## config.mk

```make
export PLATFORM = sky130hd
export DESIGN_NAME = pointer_sequencer
export DESIGN_NICKNAME = d
export VERILOG_FILES = /design/src/rtl/pointer_sequencer.sv
export SDC_FILE = /design/constraint.sdc
export NUM_CORES = 1
export LEC_CHECK = 0
export BUFFER_PORTS_ARGS = -buffer_cell sky130_fd_sc_hd__buf_4
export CORE_UTILIZATION = 55
export DETAILED_ROUTE_END_ITERATION = 8
export PLACE_DENSITY = 0.76
export SYNTH_ARGS = -nofsm -noshare
export SYNTH_HDL_FRONTEND = slang
export SYNTH_SLANG_ARGS = --single-unit
export TNS_END_PERCENT = 20
```

## constraint.sdc

```tcl
create_clock -name clk -period 6.2 [get_ports clk]
set_input_delay 0 -clock clk [delete_from_list [all_inputs] [get_ports clk]]
set_output_delay 0 -clock clk [all_outputs]
set_load 0.02 [all_outputs]
```

## src/rtl/pointer_sequencer.sv

```systemverilog
// Job-level sequencer ahead of pointer_array: splits a job into groups of N_UNITS
// channels, issues K*K back-pressured steps per group, then drains and signals completion.
module pointer_sequencer #(
  parameter int N_UNITS      = 4,
  parameter int DRAIN_CYCLES = 2   // must be >= 1
) (
  input  logic               clk,
  input  logic               rst,
  input  logic               start,
  input  logic [15:0]        cfg_base,
  input  logic [7:0]         cfg_ksize,
  input  logic [7:0]         cfg_n_out,
  input  logic               ready,
  output logic               step,
  output logic [15:0]        start_addr,
  output logic [7:0]         kernel_size,
  output logic [N_UNITS-1:0] active_units,
  output logic               grp_load,
  output logic               grp_done,
  output logic               busy,
  output logic               done
);

  localparam int DW = (DRAIN_CYCLES > 1) ? $clog2(DRAIN_CYCLES) : 1;
  localparam logic [DW-1:0] DRAIN_LAST = DW'(DRAIN_CYCLES - 1);
  localparam logic [7:0] N_U8 = 8'(N_UNITS);

  typedef enum logic [2:0] {IDLE, LOAD, RUN, DRAIN, DONE} state_t;

  state_t state_reg, state_next;

  logic [15:0]        taps_reg;
  logic [15:0]        stride_reg;
  logic [7:0]         rem_reg;        // channels left, including the current group
  logic [15:0]        tap_cnt_reg;
  logic [DW-1:0]      drain_cnt_reg;
  logic [15:0]        start_addr_reg;
  logic [7:0]         kernel_size_reg;
  logic [N_UNITS-1:0] active_units_reg;

  logic [15:0]        cfg_taps;
  logic [15:0]        cfg_stride;
  logic               zero_job;
  logic [7:0]         rem_after;
  logic               more_groups;
  logic               last_tap;
  logic               drain_last;
  logic [N_UNITS-1:0] mask_cfg;
  logic [N_UNITS-1:0] mask_rem;

  assign cfg_taps    = 16'(cfg_ksize) * 16'(cfg_ksize);
  assign cfg_stride  = 16'(N_UNITS) * cfg_taps;
  assign zero_job    = (cfg_taps == 16'd0) || (cfg_n_out == 8'd0);
  assign rem_after   = rem_reg - N_U8;
  assign more_groups = rem_reg > N_U8;
  assign last_tap    = tap_cnt_reg == (taps_reg - 16'd1);
  assign drain_last  = drain_cnt_reg == DRAIN_LAST;

  // Unit gi is enabled when more than gi channels remain in the group.
  generate
    for (genvar gi = 0; gi < N_UNITS; gi++) begin : g_mask
      assign mask_cfg[gi] = cfg_n_out > 8'(gi);
      assign mask_rem[gi] = rem_after > 8'(gi);
    end
  endgenerate

  always_comb begin
    state_next = state_reg;
    step       = 1'b0;
    grp_load   = 1'b0;
    grp_done   = 1'b0;
    done       = 1'b0;
    case (state_reg)
      IDLE: begin
        if (start) state_next = zero_job ? DONE : LOAD;
      end
      LOAD: begin
        grp_load   = 1'b1;
        state_next = RUN;
      end
      RUN: begin
        step = ready;
        if (ready && last_tap) state_next = DRAIN;
      end
      DRAIN: begin
        if (drain_last) begin
          grp_done   = 1'b1;
          state_next = more_groups ? LOAD : DONE;
        end
      end
      DONE: begin
        done       = 1'b1;
        state_next = IDLE;
      end
      default: state_next = IDLE;
    endcase
  end

  assign busy         = state_reg != IDLE;
  assign start_addr   = start_addr_reg;
  assign kernel_size  = kernel_size_reg;
  assign active_units = active_units_reg;

  always_ff @(posedge clk) begin
    if (!rst) begin
      state_reg        <= IDLE;
      taps_reg         <= '0;
      stride_reg       <= '0;
      rem_reg          <= '0;
      tap_cnt_reg      <= '0;
      drain_cnt_reg    <= '0;
      start_addr_reg   <= '0;
      kernel_size_reg  <= '0;
      active_units_reg <= '0;
    end else begin
      state_reg <= state_next;
      // Group-0 parameters are registered on the way into LOAD so they are valid with grp_load.
      if (state_reg == IDLE && start) begin
        taps_reg         <= cfg_taps;
        stride_reg       <= cfg_stride;
        rem_reg          <= cfg_n_out;
        kernel_size_reg  <= cfg_ksize;
        start_addr_reg   <= cfg_base;
        active_units_reg <= zero_job ? '0 : mask_cfg;
        tap_cnt_reg      <= '0;
        drain_cnt_reg    <= '0;
      end
      if (state_reg == RUN && ready) begin
        tap_cnt_reg <= last_tap ? 16'd0 : tap_cnt_reg + 16'd1;
      end
      if (state_reg == DRAIN) begin
        drain_cnt_reg <= drain_last ? '0 : drain_cnt_reg + DW'(1);
        if (drain_last && more_groups) begin
          rem_reg          <= rem_after;
          start_addr_reg   <= start_addr_reg + stride_reg;
          active_units_reg <= mask_rem;
        end
      end
    end
  end

endmodule

```

==> flow_summary_export.csv, run 1 <==
group,metric,value,unit
worst_setup_path,worstPathArrival,5730,ps
floorplan,dieArea,11200,sq um
cells_and_area,fillers,891,
worst_setup_path,rr_endpoint,"tap_cnt_reg[13]",
floorplan,rows,37,
route,wl_per_cell,15.0,um
sta,fin_ws,725,ps
route,first_iter_violations,319,
worst_setup_path,cp.depth,19,
clocking,cts_tree,"built",
global_routing,grtUsageMet2,0.474,
sta,setup-tns-final,0,ps
power_and_ir_drop,p_leak,3.19,nW
route,drt-total-wl,14.1,mm
global_routing,grt_max_degree,58,
clocking,clk_latency,360,ps
cells_and_area,fin_nets,911,
run,max_cap_viol_count,0,
power_and_ir_drop,vdd_drop_max,154,uV
synthesis,ys_warn_count,0,
floorplan,initial_utilization,0.569,
worst_setup_path,crit_family,"adder cells",
synthesis,synth_edf_count,0,
global_routing,antenna_found_initial,0,
global_routing,grt_pass1_wl,24.1,mm
clocking,cts-root-buf,"clkbuf_8",
synthesis,syn_area,5900,sq um
global_routing,grt_overflow,0,
min_path,timing.hold.worst.class,"input port to flop",
worst_setup_path,crit_buf_inv,5,
worst_setup_path,startpoint,"cfg_ksize[3]",
synthesis,ys_dominant_reg_cell,"dfxtp_1",
synthesis,synth-async-reset-ratio,0,
place,port_buffers,68,
sta,hold_viol_final,0,
synthesis,synth-seq-cells,70,
worst_setup_path,startpoint_type,"input port",
sta,slew-limit-headroom,0.289,
worst_setup_path,crit_type,"input port to flop",
min_path,worstHoldStart,"cfg_base[10]",
floorplan,core_area,10400,sq um
synthesis,avgSynthCellArea,8.03,sq um
global_routing,grtUsageMet1,0.325,
cells_and_area,fin_cells,944,
clocking,cts_buffers,9,
synthesis,syn_inst,735,
worst_setup_path,slowest_stage,"fa_1",
worst_setup_path,critical_path.max_fanout,8,
route,via_count,5460,
synthesis,synth_cell_types,68,
route,drcViolationCount,0,
cells_and_area,antenna_cells,0,
place,dp_hpwl,10.4,mm
clocking,cts.htree.levels,3,
sta,rsz0062_at_grt,"no",
route,viasPerCell,5.78,
synthesis,seq_area_frac_synth,0.237,
cells_and_area,areaGrowthSynthToFinish,16.5,%
worst_setup_path,end_kind,"flop",
worst_setup_path,ff2ff_path_depth,8,
sta,skew,11.0,ps
floorplan,fp.dieW,106,um
place,dp.cells,907,
place,gp_congestion,0.866,
sta,setup_viol,0,
global_routing,busiest_layer,"met2",
cells_and_area,drive_gt1_frac,0.121,
worst_setup_path,crit_top_cell,"fa_1",
route,first_pass_iters,5,
sta,fmax,183,MHz
global_routing,grt_pass1_vias,5383,
floorplan,fp.dieH,106,um
sta,min_period,5480,ps
worst_setup_path,endpoint,"active_units[3]",
clocking,clock_sinks,70,
synthesis,syn_nets,843,
clocking,cts_buffer_depth,2,
run_status,outcome,"complete, no violations",
sta,fin_crit_sh,0.883,
sta,slew_violations,0,
worst_setup_path,cp.required,6460,ps
place,dp_worst_setup_slack,915,ps
clocking,clk_pin_slew_worst_paths,90,ps
sta,hold_slack,7.63,ps
global_routing,met3_usage,0.0470,
worst_setup_path,r2r_slack,2730,ps
global_routing,track_usage,0.265,
floorplan,io-pin-count,69,
sta,worst_pin_slew,1060,ps
worst_setup_path,slowest_delay,540,ps
power_and_ir_drop,powerDensity,311,nW/um^2
worst_setup_path,timing.rr.start,"taps_reg[0]",
worst_setup_path,worstPathCellList,"dlygate4sd3_1, buf_4, inv_1, nor2_1, fa_1, fa_1, inv_1, fa_1, fa_1, inv_1, ha_1, a211oi_1, nand2_1, or3_1, a21o_1, a21oi_1, or4b_1, or4_1, a41o_1",
route,antenna_left,0,
-- layout by cell type (no fill, tap or decap), types with 4 or more instances in the layout --
cell,instances
nand2_1,104
nor3_1,17
nor2_1,36
nand2b_1,5
o211a_1,7
fa_1,25
nand4_1,4
and2_1,26
a21boi_0,20
o21a_1,4
o41ai_1,4
buf_4,70
o22ai_1,5
clkbuf_8,9
and3_1,12
nor2b_1,14
a21o_1,18
or2_2,4
nor4_1,10
xor2_1,15
o21ai_0,26
a31oi_1,5
or3_1,4
dlygate4sd3_1,21
nand3_1,24
dfxtp_1,70
ha_1,47
inv_1,56
nor3b_1,12
xnor2_1,35
a21oi_1,37
-- repair_timing --
item,in CTS,in global routing
gates resized for setup,0,0
hold endpoints to repair,22,0
buffers inserted,0,0
hold buffers,21,0
setup endpoints to repair,0,0
-- cells by family after synthesis --
family	Yosys count	share of synthesized area
muxes	2	0.00339
xor gates and xnor gates	51	0.0780
and+or+nand+nor	289	0.248
AOI/OAI and AO/OA	161	0.191
adders and majority gates	72	0.184
buffers and inverters	90	0.0585
DFF	70	0.237
-- worst register-to-register path, cell delays in order (launching register included) --
cell	delay, ps
dfxtp_1	430
inv_1	140
ha_1	270
or4b_2	610
o41ai_1	570
a2111oi_4	150
nand3b_1	660
nor3_1	440
o21a_1	150
-- through the flow --
step / util / power [mW] / instance area, sq um
2_1_floorplan: - / 1.48 / 5900
3_3_place_gp: 0.624 / 1.71 / 6470
3_5_place_dp: 0.624 / 1.75 / 6470
4_1_cts: 0.663 / 2.14 / 6880
5_1_grt: 0.663 / 2.32 / 6880
6_report: 0.663 / 2.14 / 6880
-- synthesized netlist by cell type, types with 3 or more instances --
cell type / count / area share
a211oi_1: 3 / 0.0038
a21boi_0: 20 / 0.025
a21o_1: 18 / 0.023
a21oi_1: 37 / 0.031
a31oi_1: 5 / 0.0053
and2_1: 26 / 0.028
and3_1: 12 / 0.013
buf_1: 4 / 0.0025
buf_2: 3 / 0.0025
clkbuf_1: 26 / 0.017
dfxtp_1: 70 / 0.24
fa_1: 25 / 0.085
ha_1: 47 / 0.10
inv_1: 56 / 0.036
nand2_1: 104 / 0.066
nand2b_1: 5 / 0.0053
nand3_1: 24 / 0.020
nand3b_1: 3 / 0.0038
nand4_1: 4 / 0.0042
nor2_1: 36 / 0.023
nor2b_1: 14 / 0.015
nor3_1: 17 / 0.014
nor3b_1: 12 / 0.015
nor4_1: 10 / 0.011
o211a_1: 7 / 0.012
o211ai_1: 3 / 0.0038
o21a_1: 4 / 0.0051
o21ai_0: 26 / 0.022
o21bai_1: 3 / 0.0038
o22ai_1: 5 / 0.0053
o31ai_1: 3 / 0.0038
o41ai_1: 4 / 0.0059
or2_2: 4 / 0.0042
or3_1: 4 / 0.0042
xnor2_1: 35 / 0.052
xor2_1: 15 / 0.022
-- routing by layer --
metal | part of all wire | vias up | wire [um]
li1 | - | 2678 | -
met3 | 0.043 | 27 | 615
met1 | 0.45 | 2618 | 6360
met2 | 0.49 | 137 | 6910
met5 | 0 | - | 0
met4 | 0.018 | 0 | 261
-- layout make-up --
| class | instances | area, sq um | share of cell area |
|---|---|---|---|
| multi-input cells | 575 | 4160 | 0.605 |
| clock buffers | 9 | 124 | 0.0180 |
| inverters | 56 | 210 | 0.0306 |
| flip-flops and latches | 70 | 1400 | 0.204 |
| well taps | 136 | 170 | 0.0247 |
| clock inverters | 7 | 75.1 | 0.0109 |
| repair buffers | 91 | 736 | 0.107 |
-- power breakdown --
part           internal (mW)  switching [mW]
clock                  0.186           0.185
combinational          0.498           0.650
sequential             0.518           0.101
total                   1.20           0.936
-- how the worst min path moves through the flow --
stage | to | slack, ps | cells after the start
after floorplan | kernel_size[1] | 140 | 2
final | start_addr[10] | 8 | 4
after detailed placement | rem_reg[2] | 270 | 3
after global routing | start_addr[10] | 20 | 4
after global placement | start_addr[1] | 260 | 3
after CTS | start_addr[7] | 3 | 4
Note: power is estimated with default switching activity, not from simulation.
==> run 2, diff against run 1 <==
--- a/config.mk
+++ b/config.mk
@@ -6,9 +6,9 @@
 export NUM_CORES = 1
 export LEC_CHECK = 0
 export BUFFER_PORTS_ARGS = -buffer_cell sky130_fd_sc_hd__buf_4
-export CORE_UTILIZATION = 55
+export CORE_UTILIZATION = 57
 export DETAILED_ROUTE_END_ITERATION = 8
-export PLACE_DENSITY = 0.76
+export PLACE_DENSITY = 0.78
 export SYNTH_ARGS = -nofsm -noshare
 export SYNTH_HDL_FRONTEND = slang
 export SYNTH_SLANG_ARGS = --single-unit
==> flow_summary_export.csv, run 2 (synthesized netlist as in run 1, its figures left out) <==
group,metric,value,unit
clocking,cts_buffers,9,
clocking,cts-root-buf,"clkbuf_8",
cells_and_area,areaGrowthSynthToFinish,16.1,%
worst_setup_path,r2r_slack,2760,ps
power_and_ir_drop,vdd_drop_max,205,uV
worst_setup_path,critical_path.max_fanout,11,
route,wl_per_cell,15.0,um
cells_and_area,antenna_cells,0,
power_and_ir_drop,swShare,0.440,
route,drt-total-wl,14.2,mm
route,first_iter_violations,312,
clocking,clock_sinks,70,
global_routing,grt_max_degree,58,
worst_setup_path,crit_buf_inv,5,
cells_and_area,fin_nets,912,
place,gp_congestion,0.842,
floorplan,io-pin-count,69,
sta,skew,13.2,ps
floorplan,fp.dieW,104,um
global_routing,grt_pass1_wl,24.2,mm
sta,setup_viol,0,
global_routing,grt_pass1_vias,5452,
sta,rsz0062_at_grt,"no",
clocking,cts.htree.levels,3,
cells_and_area,drive_gt1_frac,0.119,
worst_setup_path,cp.required,6430,ps
power_and_ir_drop,p_int,1.17,mW
sta,worst_pin_slew,1090,ps
clocking,clk_pin_slew_worst_paths,80,ps
worst_setup_path,slowest_delay,540,ps
sta,fin_crit_sh,0.885,
sta,slew_violations,0,
min_path,timing.hold.worst.class,"input port to flop",
route,viasPerCell,5.88,
worst_setup_path,startpoint_type,"input port",
clocking,cts_setup_buffers,0,
worst_setup_path,crit_top_cell,"fa_1",
cells_and_area,final_common_cell,"nand2_1",
power_and_ir_drop,p_leak,3.19,nW
power_and_ir_drop,p_comb_frac,0.549,
clocking,clk_latency,340,ps
floorplan,fp.dieH,104,um
cells_and_area,fillers,813,
route,drcViolationCount,0,
run,max_cap_viol_count,0,
power_and_ir_drop,p_seq_frac,0.296,
worst_setup_path,crit_type,"input port to flop",
clocking,cts_buffer_depth,2,
sta,slew-limit-headroom,0.272,
floorplan,rows,36,
worst_setup_path,end_kind,"flop",
global_routing,grt_overflow,0,
worst_setup_path,worstPathCellList,"dlygate4sd3_1, buf_4, inv_1, nor2_1, fa_1, fa_1, fa_1, inv_1, fa_1, inv_1, ha_1, or2_2, o311a_1, o22a_1, a21o_1, a21oi_1, or4b_1, or4_1, a41o_1",
power_and_ir_drop,p_clk_frac,0.155,
run_status,outcome,"complete, no violations",
place,port_buffers,68,
place,dp_worst_setup_slack,924,ps
sta,fmax,182,MHz
clocking,cts_tree,"built",
route,via_count,5535,
sta,setup-tns-final,0,ps
route,first_pass_iters,5,
worst_setup_path,crit_family,"adder cells",
floorplan,initial_utilization,0.596,
sta,fin_ws,710,ps
sta,min_period,5490,ps
global_routing,antenna_found_initial,0,
worst_setup_path,worstPathArrival,5720,ps
place,dp_hpwl,10.5,mm
power_and_ir_drop,p_sw,921,uW
power_and_ir_drop,powerDensity,305,nW/um^2
route,antenna_left,0,
global_routing,track_usage,0.272,
floorplan,core_area,9910,sq um
cells_and_area,final_cell_mix,"nand2_1, dfxtp_1, buf_4, inv_1, ha_1",
worst_setup_path,slowest_stage,"dlygate4sd3_1",
floorplan,dieArea,10800,sq um
sta,hold_viol_final,0,
## run 2: repair_timing
action | 4_1_cts | 5_1_grt
gates resized for setup | 0 | 0
setup endpoints to repair | 0 | 0
hold endpoints to repair | 23 | 0
hold buffers | 22 | 0
## run 2: path summary, 6_finish.rpt
check                                  endpoint            from  cells after the start
worst max-delay path            active_units[3]    cfg_ksize[5]                     19
worst min-delay path              start_addr[2]     cfg_base[2]                      4
worst max register to register   tap_cnt_reg[5]     taps_reg[0]                      8
worst min register to register   kernel_size[1]  kernel_size[1]                      2
## run 2: per-stage QoR
step	total power [mW]	instances	area (sq um)	util	hold slack, ps
floorplan	1.48	735	5900	-	145
global placement	1.70	904	6470	0.653	262
detailed placement	1.75	904	6470	0.653	270
CTS	2.09	942	6860	0.692	2.86
global route	2.27	942	6860	0.692	31.3
finish	2.09	942	6860	0.692	17.8
## run 2: per-layer routing
layer  share of wire  global-route usage  vias up
met1            0.43               0.331     2647
met4           0.019              0.0990        0
met5               0                   0        -
met3           0.057              0.0503       27
li1                -                   -     2684
met2            0.49               0.478      177
## run 2: worst reg2reg max path, delay by kind of cell (launching register included)
family / cells / cell delay (ps)
fa+ha+maj: 1 / 280
simple gates: 3 / 1760
flops: 1 / 410
buf+inv: 1 / 130
compound gates: 3 / 800
## run 2: cell type report
cell class                 count  area, sq um  area share
multi-input combinational    575         4160       0.607
sequential                    70         1400       0.204
timing repair buffer          92          746       0.109
inverter                      56          210      0.0307
tap                          133          166      0.0243
clock buffer                  12          145      0.0212
clock inverter                 4         22.5     0.00329
## run 2: power by group through the flow
| stage | Sequential [mW] | Combinational [mW] | Clock [mW] |
|---|---|---|---|
| 6_report | 0.620 | 1.15 | 0.325 |
| 5_1_grt | 0.629 | 1.29 | 0.352 |
| 4_1_cts | 0.616 | 1.14 | 0.335 |
| 3_5_place_dp | 0.626 | 1.12 | 0 |
| 3_3_place_gp | 0.622 | 1.08 | 0 |
| 2_1_floorplan | 0.623 | 0.853 | 0 |
==> run 3, diff against run 2 <==
--- a/config.mk
+++ b/config.mk
@@ -5,6 +5,7 @@
 export SDC_FILE = /design/constraint.sdc
 export NUM_CORES = 1
 export LEC_CHECK = 0
+export ABC_AREA = 1
 export BUFFER_PORTS_ARGS = -buffer_cell sky130_fd_sc_hd__buf_4
 export CORE_UTILIZATION = 57
 export DETAILED_ROUTE_END_ITERATION = 8
==> flow_summary_export.csv, run 3 <==
group,metric,value,unit
sta,setup_viol,0,
synthesis,synth.largest_area_cell,"dfxtp_1",
sta,fin_crit_sh,0.743,
route,viasPerCell,5.33,
global_routing,grt_max_degree,54,
synthesis,synthTopCellsByArea,"dfxtp_1, nand2_1, inv_1",
synthesis,ys_warn_count,0,
synthesis,synth-seq-cells,70,
place,dp_hpwl,12.0,mm
cells_and_area,areaGrowthSynthToFinish,16.2,%
worst_setup_path,cp.required,6460,ps
worst_setup_path,crit_type,"input port to flop",
cells_and_area,fin_nets,1182,
global_routing,track_usage,0.294,
synthesis,synth_cell_types,45,
synthesis,synth-async-reset-ratio,0,
clocking,cts_setup_buffers,0,
synthesis,seq_area_frac_synth,0.218,
global_routing,antenna_found_initial,0,
synthesis,yosysMostFrequentCell,"nand2_1",
power_and_ir_drop,p_leak,3.99,nW
route,drt-total-wl,16.2,mm
worst_setup_path,end_kind,"flop",
global_routing,grt_pass1_wl,27.2,mm
worst_setup_path,startpoint_type,"input port",
synthesis,avgSynthCellArea,6.38,sq um
synthesis,syn_area,6430,sq um
global_routing,grt_overflow,0,
place,dp.cells,1184,
clocking,cts_buffers,9,
run,max_cap_viol_count,0,
place,placed_area,6980,sq um
route,wl_per_cell,13.3,um
clocking,postCtsHoldBufs,19,
sta,worst_pin_slew,1210,ps
synthesis,synth_edf_count,0,
clocking,cts_resized,0,
synthesis,ys_dominant_reg_cell,"dfxtp_1",
route,first_pass_iters,5,
power_and_ir_drop,power,2.79,mW
clocking,clk_pin_slew_worst_paths,60,ps
cells_and_area,final_common_cell,"nand2_1",
place,port_buffers,68,
route,antenna_left,0,
synthesis,synth_commonest_cells,"nand2_1, inv_1, nor2_1",
min_path,timing.hold.worst.class,"input port to flop",
cells_and_area,drive_gt1_frac,0.101,
synthesis,syn_inst,1008,
sta,fmax,217,MHz
sta,setup-tns-final,0,ps
sta,slew_violations,0,
route,via_count,6493,
route,drcViolationCount,0,
floorplan,initial_utilization,0.588,
sta,rsz0062_at_grt,"no",
sta,min_period,4600,ps
worst_setup_path,critical_path.max_fanout,11,
floorplan,dieArea,11700,sq um
sta,hold_viol_final,0,
sta,skew,5.62,ps
clocking,cts-root-buf,"clkbuf_16",
route,first_iter_violations,380,
clocking,clock_sinks,70,
synthesis,syn_nets,1116,
cells_and_area,antenna_cells,0,
worst_setup_path,worstPathArrival,4860,ps
sta,slew-limit-headroom,0.191,
cells_and_area,fin_cells,1219,
synthesis,synth_top_area_frac,0.218,
run_status,outcome,"complete, no violations",
floorplan,core_area,10900,sq um
clocking,cts_buffer_depth,2,
place,gp_congestion,0.882,
clocking,cts_tree,"built",
cells_and_area,stdcell_area,7470,sq um
floorplan,io-pin-count,69,
floorplan,rows,38,
global_routing,grt_pass1_vias,6005,
floorplan,fp.dieW,108,um
clocking,clk_latency,340,ps
floorplan,fp.dieH,108,um
clocking,cts.htree.levels,3,
cells_and_area,fillers,1027,
power_and_ir_drop,vdd_drop_max,245,uV
cells_and_area,final_cell_mix,"nand2_1, inv_1, nor2_1, nand3_1",
power_and_ir_drop,powerDensity,374,nW/um^2
## run 3: cell types whose count changed in the layout (fill, tap and decap cells not counted), moves of 13 or more
cell	before	now
a21oi_1	37	55
inv_1	56	180
nor2_1	36	76
xnor2_1	35	10
o21ai_0	26	39
nor2b_1	14	0
nand2_1	104	283
nand3_1	24	73
a21o_1	18	1
and2_1	26	1
a21boi_0	20	1
## run 3: final timing paths
check | from | to | slack [ps] | cells past startpoint
max | cfg_ksize[1] | active_units[1] | 1600 | 23
max reg2reg | state_reg[1] | tap_cnt_reg[10] | 3400 | 9
min reg2reg | kernel_size[1] | kernel_size[1] | 480 | 2
min | cfg_base[12] | start_addr[12] | 4 | 5
## run 3: cell families (layout without fill, tap and decap cells)
kind of cell,count (synthesis),in the layout,share of synthesized area
DFF,70,70,0.218
buffers and inverters,218,289,0.131
AOI/OAI and AO/OA,131,131,0.115
xor gates and xnor gates,27,27,0.0389
and+or+nand+nor,490,490,0.327
adders and majority gates,72,72,0.169
## run 3: worst max-delay path, cell delays in order
cell           delay (ps)
dlygate4sd3_1         530
buf_4                 180
nand2_1                70
inv_1                  60
fa_1                  500
fa_1                  540
inv_1                  50
fa_1                  510
fa_1                  560
inv_1                  50
ha_1                  350
nand2_1               110
nor2_1                140
nand3_1               120
nand3_1               100
nand2_1                50
nand2_1                80
nor2_1                 60
nand3_1               180
nand2_1               100
nor2_1                230
nand2_1               110
a31oi_1               160
## run 3: metal layers
metal,GRT usage,part of all wire,up-vias
li1,-,-,3318
met4,0.102,0.021,0
met3,0.0410,0.055,29
met2,0.493,0.46,185
met5,0,0,-
met1,0.385,0.46,2961
## run 3: cell type report
| type | instances | area [sq um] | share of cell area |
|---|---|---|---|
| clock buffer | 10 | 229 | 0.0307 |
| clock inverter | 6 | 71.3 | 0.00955 |
| inverter | 184 | 691 | 0.0925 |
| multi-input combinational | 720 | 4190 | 0.560 |
| timing repair buffer | 89 | 716 | 0.0958 |
| tap | 140 | 175 | 0.0235 |
| sequential | 70 | 1400 | 0.188 |
## run 3: report_power, final
| group | leakage, nW | switching [mW] | internal (mW) |
|---|---|---|---|
| combinational | 3.28 | 1.01 | 0.585 |
| clock | 0.139 | 0.212 | 0.314 |
| sequential | 0.574 | 0.118 | 0.547 |
## run 3: stage by stage
| stage | worst slack (ps) | hold slack, ps | utilization |
|---|---|---|---|
| global placement | 1980 | 227 | 0.638 |
| floorplan | 2200 | 135 | - |
| finish | 1600 | 4.48 | 0.683 |
| detailed placement | 1890 | 230 | 0.638 |
| CTS | 1590 | 1.75 | 0.683 |
| global route | 1260 | 43.7 | 0.683 |
